[src/rtl/arb_request_queue_pkg.sv]
// Shared types for the arbiter request queue: packet layout,
// priority encoding and the priority-to-weight mapping.
package arb_pkg;

    localparam int PKT_DATA_W = 8;
    localparam int PKT_TS_W   = 32;

    localparam logic [7:0] WEIGHT_LO  = 8'd1;
    localparam logic [7:0] WEIGHT_MED = 8'd2;
    localparam logic [7:0] WEIGHT_HI  = 8'd3;

    typedef enum logic [2:0] {
        PRIO_LO  = 3'b001,
        PRIO_MED = 3'b010,
        PRIO_HI  = 3'b100
    } priority_t;

    // prior is kept raw so malformed encodings survive to the output
    typedef struct packed {
        logic [7:0]            requestor_id;
        logic [PKT_DATA_W-1:0] data;
        logic [2:0]            prior;
        logic [PKT_TS_W-1:0]   time_present;
    } packet_t;

    function automatic logic [7:0] prior_to_weight(input logic [2:0] p);
        logic [7:0] w;
        case (p)
            PRIO_MED: w = WEIGHT_MED;
            PRIO_HI:  w = WEIGHT_HI;
            default:  w = WEIGHT_LO;
        endcase
        return w;
    endfunction

endpackage

[src/rtl/arb_request_queue_if.sv]
// Bundle between the request queue, its producers, the arbiter
// and the downstream consumer.
interface arb_request_queue_if #(
    parameter int REQUESTORS = 4,
    parameter int DATA_W     = 8,
    parameter int TS_W       = 32
);
    logic [REQUESTORS-1:0]        in_valid;
    logic [REQUESTORS-1:0]        in_ready;
    logic [REQUESTORS*DATA_W-1:0] in_data;
    logic [REQUESTORS*3-1:0]      in_prior;
    logic [REQUESTORS-1:0]        req;
    logic [REQUESTORS*8-1:0]      weights;
    logic [REQUESTORS*TS_W-1:0]   head_time;
    logic [REQUESTORS-1:0]        grant;
    logic                         out_valid;
    logic                         out_ready;
    logic [7:0]                   out_id;
    logic [DATA_W-1:0]            out_data;
    logic [2:0]                   out_prior;
    logic [TS_W-1:0]              out_time;

    modport slave (
        input  in_valid, in_data, in_prior, grant, out_ready,
        output in_ready, req, weights, head_time,
        output out_valid, out_id, out_data, out_prior, out_time
    );

    modport master (
        output in_valid, in_data, in_prior, grant, out_ready,
        input  in_ready, req, weights, head_time,
        input  out_valid, out_id, out_data, out_prior, out_time
    );
endinterface

[src/rtl/arb_request_queue_fifo.sv]
// Single-requestor packet FIFO; head is valid whenever empty_o is low.
module arb_pkt_fifo
    import arb_pkg::*;
#(
    parameter int DEPTH = 4
) (
    input  logic    clk,
    input  logic    rst_i,
    input  logic    push_i,
    input  logic    pop_i,
    input  packet_t din_i,
    output logic    full_o,
    output logic    empty_o,
    output packet_t head_o
);
    localparam int PTR_W = $clog2(DEPTH);

    packet_t          mem_q [DEPTH];
    logic [PTR_W-1:0] wr_q, wr_d;
    logic [PTR_W-1:0] rd_q, rd_d;
    logic [PTR_W:0]   cnt_q, cnt_d;
    logic             push_ok, pop_ok;

    assign full_o  = (cnt_q == (PTR_W+1)'(DEPTH));
    assign empty_o = (cnt_q == '0);
    assign head_o  = mem_q[rd_q];
    assign push_ok = push_i & ~full_o;
    assign pop_ok  = pop_i & ~empty_o;

    always_comb begin
        wr_d  = wr_q;
        rd_d  = rd_q;
        cnt_d = cnt_q;
        if (push_ok) wr_d = wr_q + PTR_W'(1);
        if (pop_ok)  rd_d = rd_q + PTR_W'(1);
        case ({push_ok, pop_ok})
            2'b10:   cnt_d = cnt_q + (PTR_W+1)'(1);
            2'b01:   cnt_d = cnt_q - (PTR_W+1)'(1);
            default: cnt_d = cnt_q;
        endcase
    end

    always_ff @(posedge clk or posedge rst_i) begin
        if (rst_i) begin
            wr_q  <= '0;
            rd_q  <= '0;
            cnt_q <= '0;
        end else begin
            wr_q  <= wr_d;
            rd_q  <= rd_d;
            cnt_q <= cnt_d;
        end
    end

    // storage needs no reset: it is only observed through a non-empty count
    always_ff @(posedge clk) begin
        if (push_ok) mem_q[wr_q] <= din_i;
    end

endmodule

[src/rtl/arb_request_queue.sv]
// Per-requestor packet queues feeding a FCFS weighted round-robin
// arbiter; forwards the granted head downstream.
module arb_request_queue
    import arb_pkg::*;
#(
    parameter int REQUESTORS = 4,
    parameter int DEPTH      = 4,
    parameter int DATA_W     = PKT_DATA_W,
    parameter int TS_W       = PKT_TS_W
) (
    input logic               clk,
    input logic               reset,
    arb_request_queue_if.slave bus
);
    localparam int IDX_W = (REQUESTORS > 1) ? $clog2(REQUESTORS) : 1;

    logic [TS_W-1:0]       ts_cnt_q, ts_cnt_d;
    logic                  err_q, err_d;
    logic [REQUESTORS-1:0] push, pop, full, empty;
    packet_t               head [REQUESTORS];
    packet_t               sel;
    logic [IDX_W-1:0]      gnt_idx;
    logic                  gnt_onehot, gnt_multi, sel_ok;

    for (genvar g = 0; g < REQUESTORS; g++) begin : g_q
        packet_t din;
        assign din = '{
            requestor_id: 8'(g),
            data:         bus.in_data[g*DATA_W +: DATA_W],
            prior:        bus.in_prior[g*3 +: 3],
            time_present: ts_cnt_q
        };
        assign push[g]         = bus.in_valid[g] & ~full[g];
        assign bus.in_ready[g] = ~full[g];
        assign bus.req[g]      = ~empty[g];
        assign bus.weights[g*8 +: 8] =
            empty[g] ? 8'd0 : prior_to_weight(head[g].prior);
        assign bus.head_time[g*TS_W +: TS_W] =
            empty[g] ? '0 : head[g].time_present;

        arb_pkt_fifo #(.DEPTH(DEPTH)) u_fifo (
            .clk     (clk),
            .rst_i   (reset),
            .push_i  (push[g]),
            .pop_i   (pop[g]),
            .din_i   (din),
            .full_o  (full[g]),
            .empty_o (empty[g]),
            .head_o  (head[g])
        );
    end

    // a zero, multi-hot or empty-queue grant forwards nothing
    always_comb begin
        gnt_onehot = $onehot(bus.grant);
        gnt_multi  = ~$onehot0(bus.grant);
        gnt_idx    = '0;
        for (int i = 0; i < REQUESTORS; i++) begin
            if (bus.grant[i]) gnt_idx = i[IDX_W-1:0];
        end
        sel    = head[gnt_idx];
        sel_ok = gnt_onehot & ~empty[gnt_idx];

        bus.out_valid = sel_ok;
        bus.out_id    = '0;
        bus.out_data  = '0;
        bus.out_prior = '0;
        bus.out_time  = '0;
        pop           = '0;
        if (sel_ok) begin
            bus.out_id    = 8'(gnt_idx);
            bus.out_data  = sel.data;
            bus.out_prior = sel.prior;
            bus.out_time  = sel.time_present;
            if (bus.out_ready) pop = bus.grant;
        end
    end

    assign ts_cnt_d = ts_cnt_q + TS_W'(1);
    assign err_d    = err_q | gnt_multi;

    always_ff @(posedge clk or posedge reset) begin
        if (reset) begin
            ts_cnt_q <= '0;
            err_q    <= 1'b0;
        end else begin
            ts_cnt_q <= ts_cnt_d;
            err_q    <= err_d;
        end
    end

endmodule

[src/flat_wrapper.sv]
// flat-port wrapper written by rule: the top's interface ports become plain ports
module arb_request_queue_flat import arb_pkg::*;
#(
    parameter int REQUESTORS = 4,
    parameter int DEPTH      = 4,
    parameter int DATA_W     = PKT_DATA_W,
    parameter int TS_W       = PKT_TS_W
)
  (clk, reset, bus_in_valid, bus_in_data, bus_in_prior, bus_grant, bus_out_ready, bus_in_ready, bus_req, bus_weights, bus_head_time, bus_out_valid, bus_out_id, bus_out_data, bus_out_prior, bus_out_time);
  arb_request_queue_if #(.REQUESTORS(REQUESTORS), .DATA_W(DATA_W), .TS_W(TS_W)) bus_i ();
  input logic clk;
  input logic reset;
  input wire logic [$bits(bus_i.in_valid)-1:0] bus_in_valid;
  input wire logic [$bits(bus_i.in_data)-1:0] bus_in_data;
  input wire logic [$bits(bus_i.in_prior)-1:0] bus_in_prior;
  input wire logic [$bits(bus_i.grant)-1:0] bus_grant;
  input wire logic [$bits(bus_i.out_ready)-1:0] bus_out_ready;
  output wire logic [$bits(bus_i.in_ready)-1:0] bus_in_ready;
  output wire logic [$bits(bus_i.req)-1:0] bus_req;
  output wire logic [$bits(bus_i.weights)-1:0] bus_weights;
  output wire logic [$bits(bus_i.head_time)-1:0] bus_head_time;
  output wire logic [$bits(bus_i.out_valid)-1:0] bus_out_valid;
  output wire logic [$bits(bus_i.out_id)-1:0] bus_out_id;
  output wire logic [$bits(bus_i.out_data)-1:0] bus_out_data;
  output wire logic [$bits(bus_i.out_prior)-1:0] bus_out_prior;
  output wire logic [$bits(bus_i.out_time)-1:0] bus_out_time;
  assign bus_i.in_valid = bus_in_valid;
  assign bus_i.in_data = bus_in_data;
  assign bus_i.in_prior = bus_in_prior;
  assign bus_i.grant = bus_grant;
  assign bus_i.out_ready = bus_out_ready;
  assign bus_in_ready = bus_i.in_ready;
  assign bus_req = bus_i.req;
  assign bus_weights = bus_i.weights;
  assign bus_head_time = bus_i.head_time;
  assign bus_out_valid = bus_i.out_valid;
  assign bus_out_id = bus_i.out_id;
  assign bus_out_data = bus_i.out_data;
  assign bus_out_prior = bus_i.out_prior;
  assign bus_out_time = bus_i.out_time;
  arb_request_queue #(.REQUESTORS(REQUESTORS), .DEPTH(DEPTH), .DATA_W(DATA_W), .TS_W(TS_W)) u_core (.clk(clk), .reset(reset), .bus(bus_i));
endmodule
[config.mk]
export PLATFORM = sky130hd
export DESIGN_NAME = arb_request_queue_flat
export DESIGN_NICKNAME = d
export VERILOG_FILES = /design/src/rtl/arb_request_queue_pkg.sv /design/src/rtl/arb_request_queue_if.sv /design/src/rtl/arb_request_queue_fifo.sv /design/src/rtl/arb_request_queue.sv /design/src/flat_wrapper.sv
export SDC_FILE = /design/constraint.sdc
export NUM_CORES = 1
export LEC_CHECK = 0
export ABC_AREA = 1
export BUFFER_PORTS_ARGS = -buffer_cell sky130_fd_sc_hd__buf_2
export CORE_MARGIN = 2
export CORE_UTILIZATION = 39
export CTS_CLUSTER_SIZE = 28
export DETAILED_ROUTE_END_ITERATION = 16
export PLACE_DENSITY_LB_ADDON = 0.2
export SYNTH_ARGS = -nofsm -noshare
export SYNTH_HDL_FRONTEND = slang
export SYNTH_SLANG_ARGS = --single-unit
export TNS_END_PERCENT = 50
[constraint.sdc]
create_clock -name clk -period 3.5 [get_ports clk]
set_input_delay 0.7 -clock clk [delete_from_list [all_inputs] [get_ports clk]]
set_output_delay 0.7 -clock clk [all_outputs]
set_load 0.05 [all_outputs]
Word level (Yosys, flattened, before mapping)
Memories as Yosys holds them, arrays and structs flattened.
Cells that the tools add are included.

storage, ports and cells
  output and inout port bits = 220
  logic and storage cells = 129
  memories = 4
  register bits after elaboration = 60
  RAM bits = 688

cells by class
  equality and inequality tests = 21
  reduce and logical (&&, ||, !) cells = 8
  bitwise logic cells = 23
  muxes and demuxes = 38
  $add $sub $neg = 20
  magnitude comparators = 2

memories
  memory                      words  width  read ports  clocked after memory_dff  wr ports  RTL line                      RTL
  u_core.g_q[0].u_fifo.mem_q  4      43     1           0                         1         arb_request_queue_fifo.sv:18  packet_t mem_q [DEPTH];
  u_core.g_q[1].u_fifo.mem_q  4      43     1           0                         1         arb_request_queue_fifo.sv:18
  u_core.g_q[2].u_fifo.mem_q  4      43     1           0                         1         arb_request_queue_fifo.sv:18
  u_core.g_q[3].u_fifo.mem_q  4      43     1           0                         1         arb_request_queue_fifo.sv:18

operator list
  cell                   number
  $mux 32                5
  $bmux 51 s2            1
  $mux 43                2
  $add 32x1->32 const B  1
  $eq 3x3->1 const B     8
  $pmux 3 s2             4
  $add 2x1->2 const B    8
  $pmux 2 s2             4
  $mux 2                 7
  $and 1x1->1            13
  $add 3x1->3 const B    4
  $eq 3x2->1 const B     4
  $logic_not 3->1        4
  $sub 3x1->3 const B    4
  $mux 1                 10
  $not 1->1              9
  $eq 2x1->1 const B     4
  $eq 2x2->1 const B     4
  $mux 4                 2
  $mux 8                 1
  $reduce_bool 2->1      4
  $add 1x1->2            2
  $add 3x3->3            1
  $eq 3x1->1 const B     1
  other kinds (5)        5

Longest topological paths before layout
  word-level depth = 11
  depth in mapped cells = 15
  mapped depth without buffers = 15

By module
From an unflattened synthesis, not the netlist that was laid out.

second synthesis, totals
  cells, all modules = 3631
  area, all modules = 38972.4 µm²

by module, submodules not included
  module             cells each  seq. area each (µm²)  times used  area each (µm²)
  arb_pkt_fifo       657         6301.0                4           8478.1
  arb_request_queue  1003        800.8                 1           5059.9

Worst setup path before layout
Ideal clock, no wire load.

  kind = input-to-output
  start point = input bus_grant[2]
  end point = output bus_out_time[10]
  path slack = -0.313 ns
  stages on the path = 10
  required time = 2.800 ns
  path buffers = 1
  arrival = 3.113 ns
  path through = inv_2 > ha_1 > ha_1 > fa_1 > nor3_1 > nand2_2 > nor2_4 > inv_4 > buf_6 > a21oi_1

between the ends
  cells in the longest elaborated chain, start to end = 7
  elaborated cells between the ends (all ways) = 14

RTL lines
  what                                                 RTL line                 RTL
  from (decl)                                          flat_wrapper.sv:16       input wire logic [$bits(bus_i.grant)-1:0] bus_grant;
  branches (longest 6 deep; another with $add 3x3->3)  --
  $mux 32 *                                            arb_request_queue.sv:70  if (sel_ok) begin
  to (decl)                                            flat_wrapper.sv:26       output wire logic [$bits(bus_i.out_time)-1:0] bus_out_time;

Mark *: on every way between the ends. The select of a mux whose other input is x is not followed.

Worst setup path in the final report
  start point = input bus_grant[3]
  end point = output bus_out_data[3]

between the ends
  cells in the longest elaborated chain, start to end = 6
  elaborated cells between the ends (all ways) = 13

RTL lines
  what                                                 RTL line                 RTL
  branches (longest 5 deep; another with $add 3x3->3)  --
  $mux 8 *                                             arb_request_queue.sv:70
  to (decl)                                            flat_wrapper.sv:24       output wire logic [$bits(bus_i.out_data)-1:0] bus_out_data;

Marked as above.

==> flow_summary.json <==
{
  "tightest_slew_ns": 1.07,
  "hold_start": "bus_in_data[21]",
  "pwr_density_cell_nw_per_um2": 1000,
  "synth_seq_cells": 748,
  "rsz0062_at_grt": "true",
  "synthTopCellsByArea": "edfxtp_1, nand2_1, nand3_1",
  "seq_area_frac_synth": 0.693,
  "fin_nets": 3299,
  "grtUsageTotal": 0.226,
  "vias": 22600,
  "netlist_instances": 2938,
  "async_flop_share": 0.0802,
  "period_needed_ns": 3.54,
  "min_to": "u_core.g_q[2].u_fifo.mem_q[3][40]",
  "start_util": 0.396,
  "hold_path_depth": 1,
  "synth_area_um2": 32000,
  "drt-initial-drc-count": 2279,
  "cts_tree": "done",
  "relSlewSlack": 0.286,
  "finalInstanceArea_um2": 38600,
  "clockRootBuffer": "clkbuf_16",
  "firstDrtPassIters": 6,
  "start_kind": "primary input",
  "ir_drop_uv": 890,
  "timing.final.crit_share": 1.01,
  "routed_wl_mm": 96.3,
  "h-tree-depth": 3,
  "hold_viol": 0,
  "p_leak_nw": 15.2,
  "setup.worst_path.class": "primary input to primary output",
  "crit_required_ns": 2.80,
  "skew_ns": 0.0368,
  "die_width_um": 290,
  "clkLatencyLatePin_ns": 0.62,
  "critPathCaptureType": "primary output",
  "post-place-ws_ns": -0.347,
  "reg2reg_from": "u_core.g_q[3].u_fifo.cnt_q[1]",
  "fp.dieH_um": 290,
  "grt_pass1_vias": 21700,
  "cp.arrival_ns": 2.84,
  "wl_per_cell_um": 22.2,
  "finalSetupViolCount": 11,
  "syn2layout_area_growth_pct": 20.7,
  "setup_ws_ns": -0.0440,
  "holdBufCountCts": 0,
  "hp-class": "primary input to flip-flop",
  "yosysTopAreaCellShare": 0.646,
  "hpwl_mm": 62.0,
  "vias_per_cell": 5.22,
  "cts.reportedPaths.clkPinSlew_ns": 0.06,
  "violations": "setup timing",
  "grt_max_degree": 91,
  "reg2reg_slack_ns": 1.00,
  "grt_overflow": 0,
  "ys_warn_count": 0,
  "utilization": 0.477,
  "setup-tns-final_ns": -0.241,
  "yosysTopAreaCell": "edfxtp_1",
  "timing.final.max_slew_violations": 0,
  "place_area_um2": 35300,
  "core_um2": 80800,
  "cp_max_fo": 7,
  "gp_congestion": 0.826,
  "syn_area_per_cell_um2": 10.9,
  "io_buffer_count": 244,
  "cts_made_buffers": 76,
  "ys.flop_type": "edfxtp_1",
  "max_freq_mhz": 282,
  "antenna_left": 0,
  "status": "finished with violations",
  "r2r_cells": 13,
  "layout-drive-gt1-share": 0.172,
  "cts_buffer_depth": 3,
  "synth_edf_count": 688,
  "synthDistinctLibCells": 32,
  "ios": 275,
  "cap_viol_max_count": 0,
  "dieArea_um2": 84300,
  "drcViolationCount": 0,
  "num_rows": 104,
  "r2r_end": "u_core.g_q[2].u_fifo.cnt_q[1]",
  "grt_first_pass_wirelength_mm": 142,
  "antenna_found_initial": 1,
  "clkSinkCount": 748
}
[cell type report]
class / instances / area, µm²
sequential: 748 / 22200
multi-input combinational: 1937 / 9160
fill: 7121 / 42200
tap: 1060 / 1330
clock buffer: 99 / 2070
inverter: 96 / 378
antenna: 2 / 5.00
clock inverter: 38 / 393
timing repair buffer: 355 / 3070
[state kept, by name, summed over array words and instances, names as in the netlist]
register / cells
u_core.g_q.u_fifo.rd_q: 8
u_core.g_q.u_fifo.cnt_q: 12
u_core.g_q.u_fifo.mem_q: 688
u_core.g_q.u_fifo.wr_q: 8
u_core.ts_cnt_q: 32
[cells in the mapped netlist, types with 2 or more instances]
| library cell | n |
|---|---|
| nand2_1 | 1054 |
| edfxtp_1 | 688 |
| nand3_1 | 453 |
| nor2_1 | 201 |
| inv_1 | 82 |
| clkbuf_1 | 72 |
| dfrtp_1 | 60 |
| buf_2 | 50 |
| a21oi_1 | 49 |
| buf_4 | 34 |
| buf_1 | 27 |
| xor2_1 | 27 |
| ha_1 | 25 |
| o21ai_0 | 22 |
| xnor2_1 | 19 |
| nand4_1 | 18 |
| inv_2 | 12 |
| nor3_1 | 11 |
| a21oi_2 | 10 |
| fa_1 | 5 |
| buf_6 | 3 |
| mux2_2 | 3 |
| nand2_2 | 2 |
| nand3_2 | 2 |
| nor2_2 | 2 |
[placed cells by master, fill, tap and decap left out, drive strengths merged]
cell type	Yosys	layout
a211oi	1	1
a21oi	60	60
buf	114	354
bufinv	0	8
clkbuf	72	100
clkinv	1	28
clkinvlp	0	5
conb	1	30
dfrtp	60	60
diode	0	2
edfxtp	688	688
fa	5	5
ha	25	25
inv	95	93
mux2	3	3
nand2	1056	1056
nand3	455	455
nand3b	1	1
nand4	18	18
nor2	204	204
nor3	11	11
o21ai	22	22
xnor2	19	19
xor2	27	27
[how the worst max path moves through the flow]
stage	endpoint	slack, ns	startpoint
floorplan	bus_out_time[10]	-0.31	bus_grant[2]
global placement	u_core.g_q[2].u_fifo.cnt_q[2]	-0.42	bus_grant[2]
detailed placement	bus_out_data[3]	-0.35	bus_grant[0]
CTS	bus_out_data[3]	-0.06	bus_grant[3]
global route	bus_out_data[3]	-0.09	bus_grant[3]
finish	bus_out_data[3]	-0.04	bus_grant[3]
[power by group]
| part | internal [W] | switching [W] | leakage [nW] |
|---|---|---|---|
| Sequential | 0.0116 | 0.000483 | 7.06 |
| Combinational | 0.00442 | 0.0141 | 6.97 |
| Clock | 0.00476 | 0.00332 | 1.19 |
| Total | 0.0208 | 0.0179 | 15.2 |
[metrics by stage]
stage / hold slack (ns) / power (W) / instances
after global placement: 0.460 / 0.0302 / 4190
after detailed placement: 0.470 / 0.0304 / 4190
after CTS: 0.277 / 0.0389 / 4333
after floorplan: 0.446 / 0.0241 / 2967
after global routing: 0.300 / 0.0406 / 4334
final: 0.307 / 0.0387 / 4335
[critical path: stages]
cell,delay (ns)
buf_6,0.10
inv_4,0.06
ha_4,0.20
ha_4,0.15
fa_1,0.44
nor3_2,0.16
buf_4,0.16
nand2_4,0.05
nor2_4,0.15
inv_8,0.12
buf_12,0.15
buf_16,0.14
nor2_4,0.10
buf_8,0.15
[routing by layer]
metal  routed length (µm)  track usage  share of wire
met5                    0            0              0
met4                 1800       0.0605          0.019
met3                 7510       0.0357          0.078
met2                43900        0.352           0.46
met1                43100        0.329           0.45
[cells by family after synthesis]
group / Yosys count / synth area share
simple gates: 1745 / 0.226
flops: 748 / 0.693
buf+inv: 282 / 0.0398
compound gates: 83 / 0.0146
xor+xnor: 46 / 0.0126
fa+ha+maj: 30 / 0.0129
mux: 3 / 0.00106
other cells: 1 / 0.000117
[timing repair]
item / in CTS / in global routing
gates resized for setup: 132 / 27
buffers inserted: 3 / 0
cloned: 3 / 0
pin swaps: 11 / 1
setup endpoints to repair: 47 / 47
No activity file was read; power rests on OpenSTA's default activity.
